$ cat config.mk
export PLATFORM = sky130hd
export DESIGN_NAME = eth_axis_rx_buffer
export DESIGN_NICKNAME = d
export VERILOG_FILES = /design/src/rtl/eth_axis_rx_buffer.sv
export SDC_FILE = /design/constraint.sdc
export NUM_CORES = 1
export LEC_CHECK = 0
export ABC_AREA = 1
export BUFFER_PORTS_ARGS = -buffer_cell sky130_fd_sc_hd__buf_4
export CORE_MARGIN = 4
export CORE_UTILIZATION = 52
export DETAILED_ROUTE_END_ITERATION = 7
export GPL_ROUTABILITY_DRIVEN = 0
export PLACE_DENSITY = 0.76
export SYNTH_ARGS = -nofsm -noshare
export SYNTH_HDL_FRONTEND = slang
export SYNTH_SLANG_ARGS = --single-unit
$ cat constraint.sdc
create_clock -name clk_i -period 2.16 [get_ports clk_i]
set_input_delay 0.324 -clock clk_i [delete_from_list [all_inputs] [get_ports clk_i]]
set_output_delay 0.324 -clock clk_i [all_outputs]
set_load 0.005 [all_outputs]
$ cat src/rtl/eth_axis_rx_buffer.sv
// Ethernet RX byte packer: 8-bit AXI-Stream in, 32-bit words (lane 0 first) out.
// Optional frame/error counters enabled by defining ETH_RX_BUFFER_STATS_EN.
module eth_axis_rx_buffer #(
    parameter int MAX_FRAME_BYTES = 1522
) (
    input  logic        clk_i,
    input  logic        rstn_i,
    input  logic [7:0]  s_axis_tdata,
    input  logic        s_axis_tvalid,
    input  logic        s_axis_tlast,
    input  logic        s_axis_tuser,
    output logic        s_axis_tready,
    output logic [31:0] m_axis_tdata,
    output logic [1:0]  m_axis_byte_count,
    output logic        m_axis_tvalid,
    output logic        m_axis_tlast,
    output logic        m_axis_tuser,
    input  logic        m_axis_tready
`ifdef ETH_RX_BUFFER_STATS_EN
    ,
    input  logic        stat_clr_i,
    output logic [31:0] stat_frames_o,
    output logic [31:0] stat_err_frames_o
`endif
);

    typedef enum logic {
        PACK,
        DISCARD
    } state_t;

    localparam logic [15:0] MAX_LEN = 16'(MAX_FRAME_BYTES);

    state_t      r_state;
    state_t      w_state_nxt;
    logic [23:0] r_asm;
    logic [1:0]  r_idx;
    logic        r_err;
    logic [15:0] r_len;
    logic [31:0] r_m_data;
    logic [1:0]  r_m_bc;
    logic        r_m_valid;
    logic        r_m_last;
    logic        r_m_user;

    logic        w_s_tready;
    logic        w_acc;
    logic        w_pack_acc;
    logic [15:0] w_len_inc;
    logic        w_trunc;
    logic        w_done;
    logic [31:0] w_word;

    assign s_axis_tready     = w_s_tready;
    assign m_axis_tdata      = r_m_data;
    assign m_axis_byte_count = r_m_bc;
    assign m_axis_tvalid     = r_m_valid;
    assign m_axis_tlast      = r_m_last;
    assign m_axis_tuser      = r_m_user;

    always_comb begin
        w_s_tready = 1'b0;
        if (rstn_i) begin
            if (r_state == DISCARD) w_s_tready = 1'b1;
            else                    w_s_tready = !r_m_valid || m_axis_tready;
        end
    end

    assign w_acc      = s_axis_tvalid && w_s_tready;
    assign w_pack_acc = w_acc && (r_state == PACK);
    assign w_len_inc  = r_len + 16'd1;
    // Reaching the size limit without tlast closes the word as a bad frame.
    assign w_trunc    = !s_axis_tlast && (w_len_inc == MAX_LEN);
    assign w_done     = (r_idx == 2'd3) || s_axis_tlast || w_trunc;

    always_comb begin
        w_word = '0;
        unique case (r_idx)
            2'd0:    w_word = {24'd0, s_axis_tdata};
            2'd1:    w_word = {16'd0, s_axis_tdata, r_asm[7:0]};
            2'd2:    w_word = {8'd0, s_axis_tdata, r_asm[15:0]};
            default: w_word = {s_axis_tdata, r_asm};
        endcase
    end

    always_comb begin
        w_state_nxt = r_state;
        unique case (r_state)
            PACK:    if (w_acc && w_trunc) w_state_nxt = DISCARD;
            DISCARD: if (w_acc && s_axis_tlast) w_state_nxt = PACK;
            default: w_state_nxt = PACK;
        endcase
    end

    always_ff @(posedge clk_i) begin
        if (!rstn_i) r_state <= PACK;
        else         r_state <= w_state_nxt;
    end

    always_ff @(posedge clk_i) begin
        if (!rstn_i) begin
            r_asm     <= '0;
            r_idx     <= '0;
            r_err     <= 1'b0;
            r_len     <= '0;
            r_m_data  <= '0;
            r_m_bc    <= '0;
            r_m_valid <= 1'b0;
            r_m_last  <= 1'b0;
            r_m_user  <= 1'b0;
        end else begin
            if (w_pack_acc) begin
                if (w_done) begin
                    r_idx <= '0;
                    r_err <= 1'b0;
                    r_len <= (s_axis_tlast || w_trunc) ? 16'd0 : w_len_inc;
                end else begin
                    unique case (r_idx)
                        2'd0:    r_asm[7:0]   <= s_axis_tdata;
                        2'd1:    r_asm[15:8]  <= s_axis_tdata;
                        default: r_asm[23:16] <= s_axis_tdata;
                    endcase
                    r_idx <= r_idx + 2'd1;
                    r_err <= r_err || s_axis_tuser;
                    r_len <= w_len_inc;
                end
            end else if (w_acc && s_axis_tlast) begin
                r_idx <= '0;
                r_err <= 1'b0;
                r_len <= '0;
            end

            if (w_pack_acc && w_done) begin
                r_m_data  <= w_word;
                r_m_bc    <= r_idx;
                r_m_valid <= 1'b1;
                r_m_last  <= s_axis_tlast || w_trunc;
                r_m_user  <= r_err || s_axis_tuser || w_trunc;
            end else if (m_axis_tready) begin
                r_m_valid <= 1'b0;
            end
        end
    end

`ifdef ETH_RX_BUFFER_STATS_EN
    logic [31:0] r_stat_frames;
    logic [31:0] r_stat_err;
    logic        w_frame_out;

    assign w_frame_out       = r_m_valid && m_axis_tready && r_m_last;
    assign stat_frames_o     = r_stat_frames;
    assign stat_err_frames_o = r_stat_err;

    always_ff @(posedge clk_i) begin
        if (!rstn_i || stat_clr_i) begin
            r_stat_frames <= '0;
            r_stat_err    <= '0;
        end else if (w_frame_out) begin
            r_stat_frames <= r_stat_frames + 32'd1;
            if (r_m_user) r_stat_err <= r_stat_err + 32'd1;
        end
    end
`endif

endmodule
After elaboration in Yosys (flattened, before gate mapping)
Index checks and enable logic that the tools add are counted.
{ "totals": {"ramBits": 0, "rom_bits": 0, "n_memories": 0, "latchBits": 0, "elab_cells": 60, "reg_bits": 81} }
{ "op_classes": {"n_eq_ne": 4, "mux": 18, "reduce_logical": 21, "shift": 0, "bitwise": 3, "order_cmp": 0, "addsub": 2, "mul": 0, "div_mod_pow": 0} }
{ "ops": {"columns": ["cell", "n"], "rows": [
  ["$pmux W32 S3", 1],
  ["$mux W16", 4],
  ["$add A16 B1 Y16 const B", 1],
  ["$eq A16 B11 Y1 const B", 1],
  ["$mux W1", 9],
  ["$reduce_and A3 Y1", 3],
  ["$logic_and A1 B1 Y1", 6],
  ["$logic_or A1 B1 Y1", 6],
  ["$mux W2", 3],
  ["$eq A2 B2 Y1 const B", 2],
  ["$reduce_bool A2 Y1", 2],
  ["$not A1 Y1", 3],
  ["$add A2 B1 Y2 const B", 1],
  ["$eq A2 B1 Y1 const B", 1],
  ["$logic_not A1 Y1", 2],
  ["$logic_not A2 Y1", 1],
  ["$pmux W1 S2", 1],
  ["$reduce_or A2 Y1", 1]
]} }

Depth between registers and ports, before layout
Gate-level depths: netlist of run 1.
{ "depth": {"word_depth": 8, "mapped_depth": 16, "mapped_depth_nobuf": 15} }

Worst setup path before layout of run 1
OpenSTA, ideal clock, no wires.
{ "synth_timing": {"path_type": "reg2reg", "from": "register r_len[1]", "to": "register r_m_data[27] (netlist: m_axis_tdata[27])", "path_stages_with_launch": 16, "required_ns": 2.044, "arrival_time_ns": 1.959, "setup_slack_ns": 0.086, "setup_ns": 0.116, "path_cell_list": "dfxtp_1 ha_1 nand3_2 nor2_4 nand2_1 nand2_1 nand2_1 nor2_1 nand2_1 nor2_2 nand3_2 nand2_4 nand2_4 buf_2 o21ai_0 nor2_1"} }
{ "synth_between": {"elab_chain_cells": 5} }
{ "synth_rtl": {"columns": ["item", "line_no", "source"], "rows": [
  ["start: declaration", "39", "logic [15:0] r_len;"],
  ["start signal: assignment", "116", "r_len <= (s_axis_tlast || w_trunc) ? 16'd0 : w_len_inc;"],
  ["start signal: assignment", "125", "r_len <= w_len_inc;"],
  ["$add A16 B1 Y16", "71", "assign w_len_inc = r_len + 16'd1;"],
  ["$eq A16 B11 Y1", "73", "assign w_trunc = !s_axis_tlast && (w_len_inc == MAX_LEN);"],
  ["$logic_and A1 B1 Y1", "73", null],
  ["$logic_or A1 B1 Y1", "74", "assign w_done = (r_idx == 2'd3) || s_axis_tlast || w_trunc;"],
  ["$logic_and A1 B1 Y1", "133", "if (w_pack_acc && w_done) begin"],
  ["end signal: assignment", "134", "r_m_data <= w_word;"],
  ["end: declaration", "40", "logic [31:0] r_m_data;"]
]} }
Every way passes these cells.
A chain may end at the register's enable or synchronous reset.

Worst setup path in the final report of run 1
{ "layout_timing": {"from": "register r_len[1]", "to": "register r_m_data[24] (netlist: m_axis_tdata[24])"} }
Same word-level chain as after synthesis.

==> summary.txt, run 1 <==
Status
  • Status: finished, violations left
  • Violated checks: negative setup slack

Synthesis
  • Synth area leaders: dfxtp_1, nand2_1, nor2_1, inv_1, nand3_1
  • Synth Instances: 624
  • EDFF count, synth: 0
  • Synth Register Bits: 81
  • Commonest cells post-synth: nand2_1, nor2_1, dfxtp_1
  • Mean post-synth cell area: 6.47 sq um
  • Ys Warns: 0
  • Synth Net Count: 645
  • Async S/R FF share, synth: 0%
  • Most numerous cell in the Yosys netlist: nand2_1
  • Synth cell types: 27
  • Yosys top cell by area: dfxtp_1
  • Synthesized area: 0.00404 sq mm
  • Register area share after synthesis: 40.1%
  • Yosys top cell area share: 40.1%
  • Synth Flop Type: dfxtp_1

Place
  • I/O Buffers: 51
  • HPWL after DPL: 7.03 mm
  • Dpl ws: -122 ps
  • Placed cell count: 765

Run
  • Max cap viols: 0

Clock tree
  • Root Buffer: clkbuf_8
  • Worst skew pair latency: 370 ps
  • Clk sink count: 81
  • Htree depth: 3
  • Total CTS buffers: 9
  • CTS tree: yes
  • Worst-path clk slew: 90 ps
  • Longest Clk Path Bufs: 2

Routing
  • Routed WL per cell: 14.4 microns
  • Post-Route WL: 11.4 mm
  • First-pass DRT Iterations: 5
  • Initial DRC Count: 342
  • Via count: 4,256
  • Via density: 5.34
  • Residual DRC: 0
  • Routed Antenna Nets: 0

STA
  • Unrepaired setup endpoints after global routing: true
  • Setup_tns: -8050 ps
  • Fmax: 0.429 GHz
  • Fin crit period: 2330 ps
  • Final period util: 108%
  • Final hold violation count: 0
  • Max-slew headroom: 60.3%
  • Clock Skew: 15.8 ps
  • Final setup margin: -169 ps
  • Final count of pins violating max slew: 0
  • Setup Viol. Count Final: 77
  • Worst slew pin tran: 595 ps

Setup path
  • WP data required: 2410 ps
  • Worst Path Arrival: 2580 ps
  • Largest fanout on the critical path: 8
  • CP max stage cell: dfxtp_2
  • CP bufs+invs: 0
  • CP most frequent cell: nand2_1
  • Crit path max-delay family: simple AND/OR/NAND/NOR gates
  • R2R Setup Slk: -170 ps
  • CP cell instances: ha_4 -> nand3_4 -> nor2_4 -> nand2_1 -> nand2_1 -> nand2_1 -> nor2_1 -> nand2_1 -> nor2_4 -> nand3_4 -> nand2_8 -> nand2_8 -> o21ai_0 -> nor2_1
  • CP Capture Type: register
  • Crit start category: register
  • Setup CP Type: register to register
  • Slowest cell delay on critical path: 380 ps

Global routing
  • Overall Global Routing Usage: 23.2%
  • First-pass GRT wire length: 16.7 mm
  • Maximum number of pins on one net before global-route repair: 64
  • Global route overflow: 0
  • Initial antenna violation count: 0
  • Vias in the first global route: 3,620

Finish
  • Filler instances: 573
  • Diode count: 0
  • Layout cells sized above 1: 23.1%
  • Non-filler cells, final: 797
  • Final #Nets: 714
  • Area Overhead vs Synth: 30.5%

Die
  • Die Footprint: 0.00924 sq mm
  • Core ar.: 0.00741 sq mm
  • Die Y-Extent: 96.1 microns
  • Floorplan row count: 31
  • Die W: 96.1 microns
  • Initial core utilization: 54.5%
  • I/O pin count: 52

Pwr
  • Power consumption: 0.00314 W
  • Leakage power: 2.49 nW
  • Pwr per Cell Area: 596 mW/mm^2
  • Max IR drop VDD: 0.308 mV

Min path
  • Hold Crit Class: input port to register
where the power goes:
group | switching (W) | internal (W) | leakage, nW | total (W)
clock network | 0.000596 | 0.000581 | 0.109 | 0.00118
logic | 0.000228 | 0.000164 | 1.73 | 0.000392
registers | 0.0000304 | 0.00154 | 0.660 | 0.00157
area by class of cell:
class                           instances  area [sq um]  share of cell area (%)
Multi-Input combinational cell        441          2230                    42.3
Sequential cell                        81          1630                    31.0
Timing Repair Buffer                   84           746                    14.1
Inverter                               74           297                    5.63
Clock buffer                           10           138                    2.61
Tap cell                               99           124                    2.35
Clock inverter                          6          76.3                    1.45
Timing Repair inverter                  2          32.5                   0.617
registers in the layout, summed over array words and instances, names as in the netlist:
signal	count
r_err	1
r_state	1
r_idx	2
m_axis_byte_count	2
m_axis_tlast	1
r_len	16
m_axis_tvalid	1
m_axis_tdata	32
m_axis_tuser	1
r_asm	24
metal layers:
metal / wire [microns] / GRT usage [%] / vias to the layer above
met5: 0 / 0 / -
met4: 333 / 9.12 / 0
met3: 824 / 4.69 / 47
met2: 5390 / 36.7 / 216
met1: 4900 / 31.0 / 1910
li1: - / - / 2083
placed cells by master, fill, tap and decap left out, drive strengths merged, types with 4 or more instances in the layout:
cell type / synthesis / layout
a21oi: 22 / 22
clkinv: 2 / 8
nor2: 150 / 150
or2: 4 / 4
a22oi: 23 / 23
inv: 72 / 72
nand3: 42 / 42
o21ai: 16 / 16
dfxtp: 81 / 81
nand4: 8 / 8
ha: 7 / 7
nand2: 163 / 164
clkbuf: 9 / 12
buf: 20 / 82
worst min-delay path, stage by stage:
cell and delay (ps):
buf_4 70, inv_1 30, nand2_1 60, a21oi_1 60
logic make-up (layout without fill, tap and decap cells):
group / Yosys count / count (layout) / synth area share [%]
AND/OR/NAND/NOR: 369 / 370 / 37.6
buffers and inverters: 103 / 176 / 10.6
flip-flops: 81 / 81 / 40.1
AO/OA/AOI/OAI: 62 / 62 / 9.14
adder cells (fa/ha/maj): 7 / 7 / 2.17
XOR/XNOR: 2 / 2 / 0.434
metrics by stage:
stage / hold WS, ps / utilization [%] / area, sq um
after detailed placement: 459 / 62.1 / 4600
after global placement: 454 / 62.1 / 4600
after floorplan: 453 / - / 4040
after CTS: 226 / 65.8 / 4870
final: 237 / 71.2 / 5270
after global routing: 249 / 71.2 / 5270
worst paths after layout:
| path | start | to | cells past startpoint |
|---|---|---|---|
| setup / recovery | r_len[1] | m_axis_tdata[24] | 14 |
| hold / removal | m_axis_tready | m_axis_tvalid | 4 |
| setup reg to reg | r_len[1] | m_axis_tdata[24] | 14 |
| hold reg to reg | m_axis_tlast | m_axis_tlast | 2 |
repair_timing:
item | 4_1_cts | 5_1_grt
buffers inserted | 3 | 7
gates cloned | 1 | 5
hold buffers | 0 | 0
gates resized for setup | 8 | 80
pin swaps | 0 | 19
endpoints found under the setup margin | 50 | 80
(Power assumes the default switching activity.)
==> inputs of run 2 (changes only) <==
SETUP_SLACK_MARGIN = 0.02   (was default)
==> run 2 against run 1 <==
Net effect: the flow still finishes with violations (negative setup slack); flip-flop and latch count unchanged; setup slack better by 3.5 ps; design area down 0.95%; routed wire length down 2.0%; global-route usage unchanged; highest routed layer unchanged; critical path type unchanged; first-iteration DRC count up 10%.
==> summary.txt, run 2 (synthesis gave the netlist of run 1 again) <==
Status
  • Status: finished, violations left
  • Violated checks: negative setup slack

Clock tree
  • Worst-path clk slew: 90 ps
  • Total CTS buffers: 9
  • Root Buffer: clkbuf_8
  • Clk sink count: 81
  • Worst skew pair latency: 360 ps
  • Longest Clk Path Bufs: 2
  • CTS tree: yes
  • Htree depth: 3

Routing
  • Routed Antenna Nets: 0
  • Met3 routed wirelength: 820 microns
  • Initial DRC Count: 377
  • Routed WL per cell: 14.1 microns
  • Post-Route WL: 11.2 mm
  • Routed length on met2: 5.30 mm
  • Via density: 5.27
  • Residual DRC: 0
  • First-pass DRT Iterations: 6
  • Top routing layer used: met4
  • Met1 Wirelength: 4.81 mm
  • Via count: 4,187

Global routing
  • Maximum number of pins on one net before global-route repair: 64
  • First-pass GRT wire length: 16.7 mm
  • Global route overflow: 0
  • Initial antenna violation count: 0
  • Overall Global Routing Usage: 23.2%
  • Vias in the first global route: 3,619

Finish
  • Commonest non-fill, non-tap cell in the layout: nand2_1
  • Sequential Area: 0.00163 sq mm
  • Largest register FFs: 32
  • Post-route cell area: 0.00522 sq mm
  • Diode count: 0
  • Layout cells sized above 1: 22.6%
  • Multi-input combinational cell area: 0.00222 sq mm
  • Filler instances: 588
  • Most frequent cells in the layout: nand2_1, nor2_1, dfxtp_1, buf_4, inv_1
  • Area Overhead vs Synth: 29.2%
  • Final #Nets: 712

STA
  • Final count of pins violating max slew: 0
  • Worst slew pin tran: 582 ps
  • Setup Viol. Count Final: 77
  • Final setup margin: -165 ps
  • Max-slew headroom: 61.2%
  • Fmax: 0.430 GHz
  • Final period util: 108%
  • Final hold violation count: 0
  • WHS: 244 ps
  • Fin crit period: 2330 ps
  • Unrepaired setup endpoints after global routing: true
  • Clock Skew: 14.8 ps
  • Setup_tns: -8090 ps

Setup path
  • CP Capture Type: register
  • Crit start category: register
  • Worst Path Arrival: 2570 ps
  • WP data required: 2400 ps
  • Largest fanout on the critical path: 8
  • Setup CP Type: register to register

Min path
  • Hold Crit Class: input port to register

Die
  • Initial core utilization: 54.5%
  • Floorplan row count: 31
  • Die Footprint: 0.00924 sq mm
  • Die W: 96.1 microns
  • Die Y-Extent: 96.1 microns
  • I/O pin count: 52
  • Core ar.: 0.00741 sq mm

Place
  • HPWL after DPL: 7.03 mm
  • I/O Buffers: 51
  • Placed cell area: 0.00460 sq mm
  • Dpl ws: -122 ps

Pwr
  • Power consumption: 0.00313 W
  • Pwr per Cell Area: 599 mW/mm^2
  • Max IR drop VDD: 0.299 mV
  • Leakage power: 2.47 nW

Run
  • Max cap viols: 0
[run 2: area by class of cell]
class	count	area share, %
multi-input combinational	441	42.5
sequential	81	31.2
timing repair buffer	82	13.6
inverter	74	5.68
clock inverter	6	1.46
clock buffer	10	2.64
timing repair inverter	2	0.527
tap	99	2.37
[run 2: what timing repair did]
item	in CTS	in global routing
setup endpoints to repair	51	81
buffers inserted	3	6
pin swaps	0	18
hold buffers	0	0
gates cloned	1	4
gates resized for setup	8	76
[run 2: routing by layer]
metal  GRT usage (%)  vias to the layer above
met5               0                        -
met4            9.12                        0
met3            4.69                       31
met2            36.8                      193
met1            30.9                     1887
li1                -                     2076
[run 2: worst max-delay path: stages (launching register included)]
cell     delay, ps
dfxtp_4        380
ha_4           150
nand3_4         90
nor2_4         170
nand2_1        100
nand2_1        100
nand2_1         80
nor2_1         170
nand2_1        140
nor2_4         140
nand3_4        130
nand2_8        150
nand2_8        120
o21ai_0        200
nor2_1          60
[run 2: where the power goes]
group | total (W) | internal, W | switching (W) | leakage, nW
combinational | 0.000383 | 0.000159 | 0.000225 | 1.70
sequential | 0.00157 | 0.00154 | 0.0000310 | 0.660
clock | 0.00117 | 0.000582 | 0.000591 | 0.109
[run 2: final timing paths]
| path | startpoint | to | slack (ps) | depth (start not counted) |
|---|---|---|---|---|
| max reg2reg | r_len[0] | m_axis_tdata[24] | -170 | 14 |
| max | r_len[0] | m_axis_tdata[24] | -170 | 14 |
| min reg2reg | m_axis_tdata[12] | m_axis_tdata[12] | 480 | 2 |
| min | m_axis_tready | m_axis_tvalid | 240 | 4 |
[run 2: stage by stage]
| stage | utilization [%] | instances |
|---|---|---|
| 2_1_floorplan | - | 624 |
| 3_3_place_gp | 62.1 | 765 |
| 3_5_place_dp | 62.1 | 765 |
| 4_1_cts | 65.8 | 785 |
| 5_1_grt | 70.5 | 795 |
| 6_report | 70.5 | 795 |
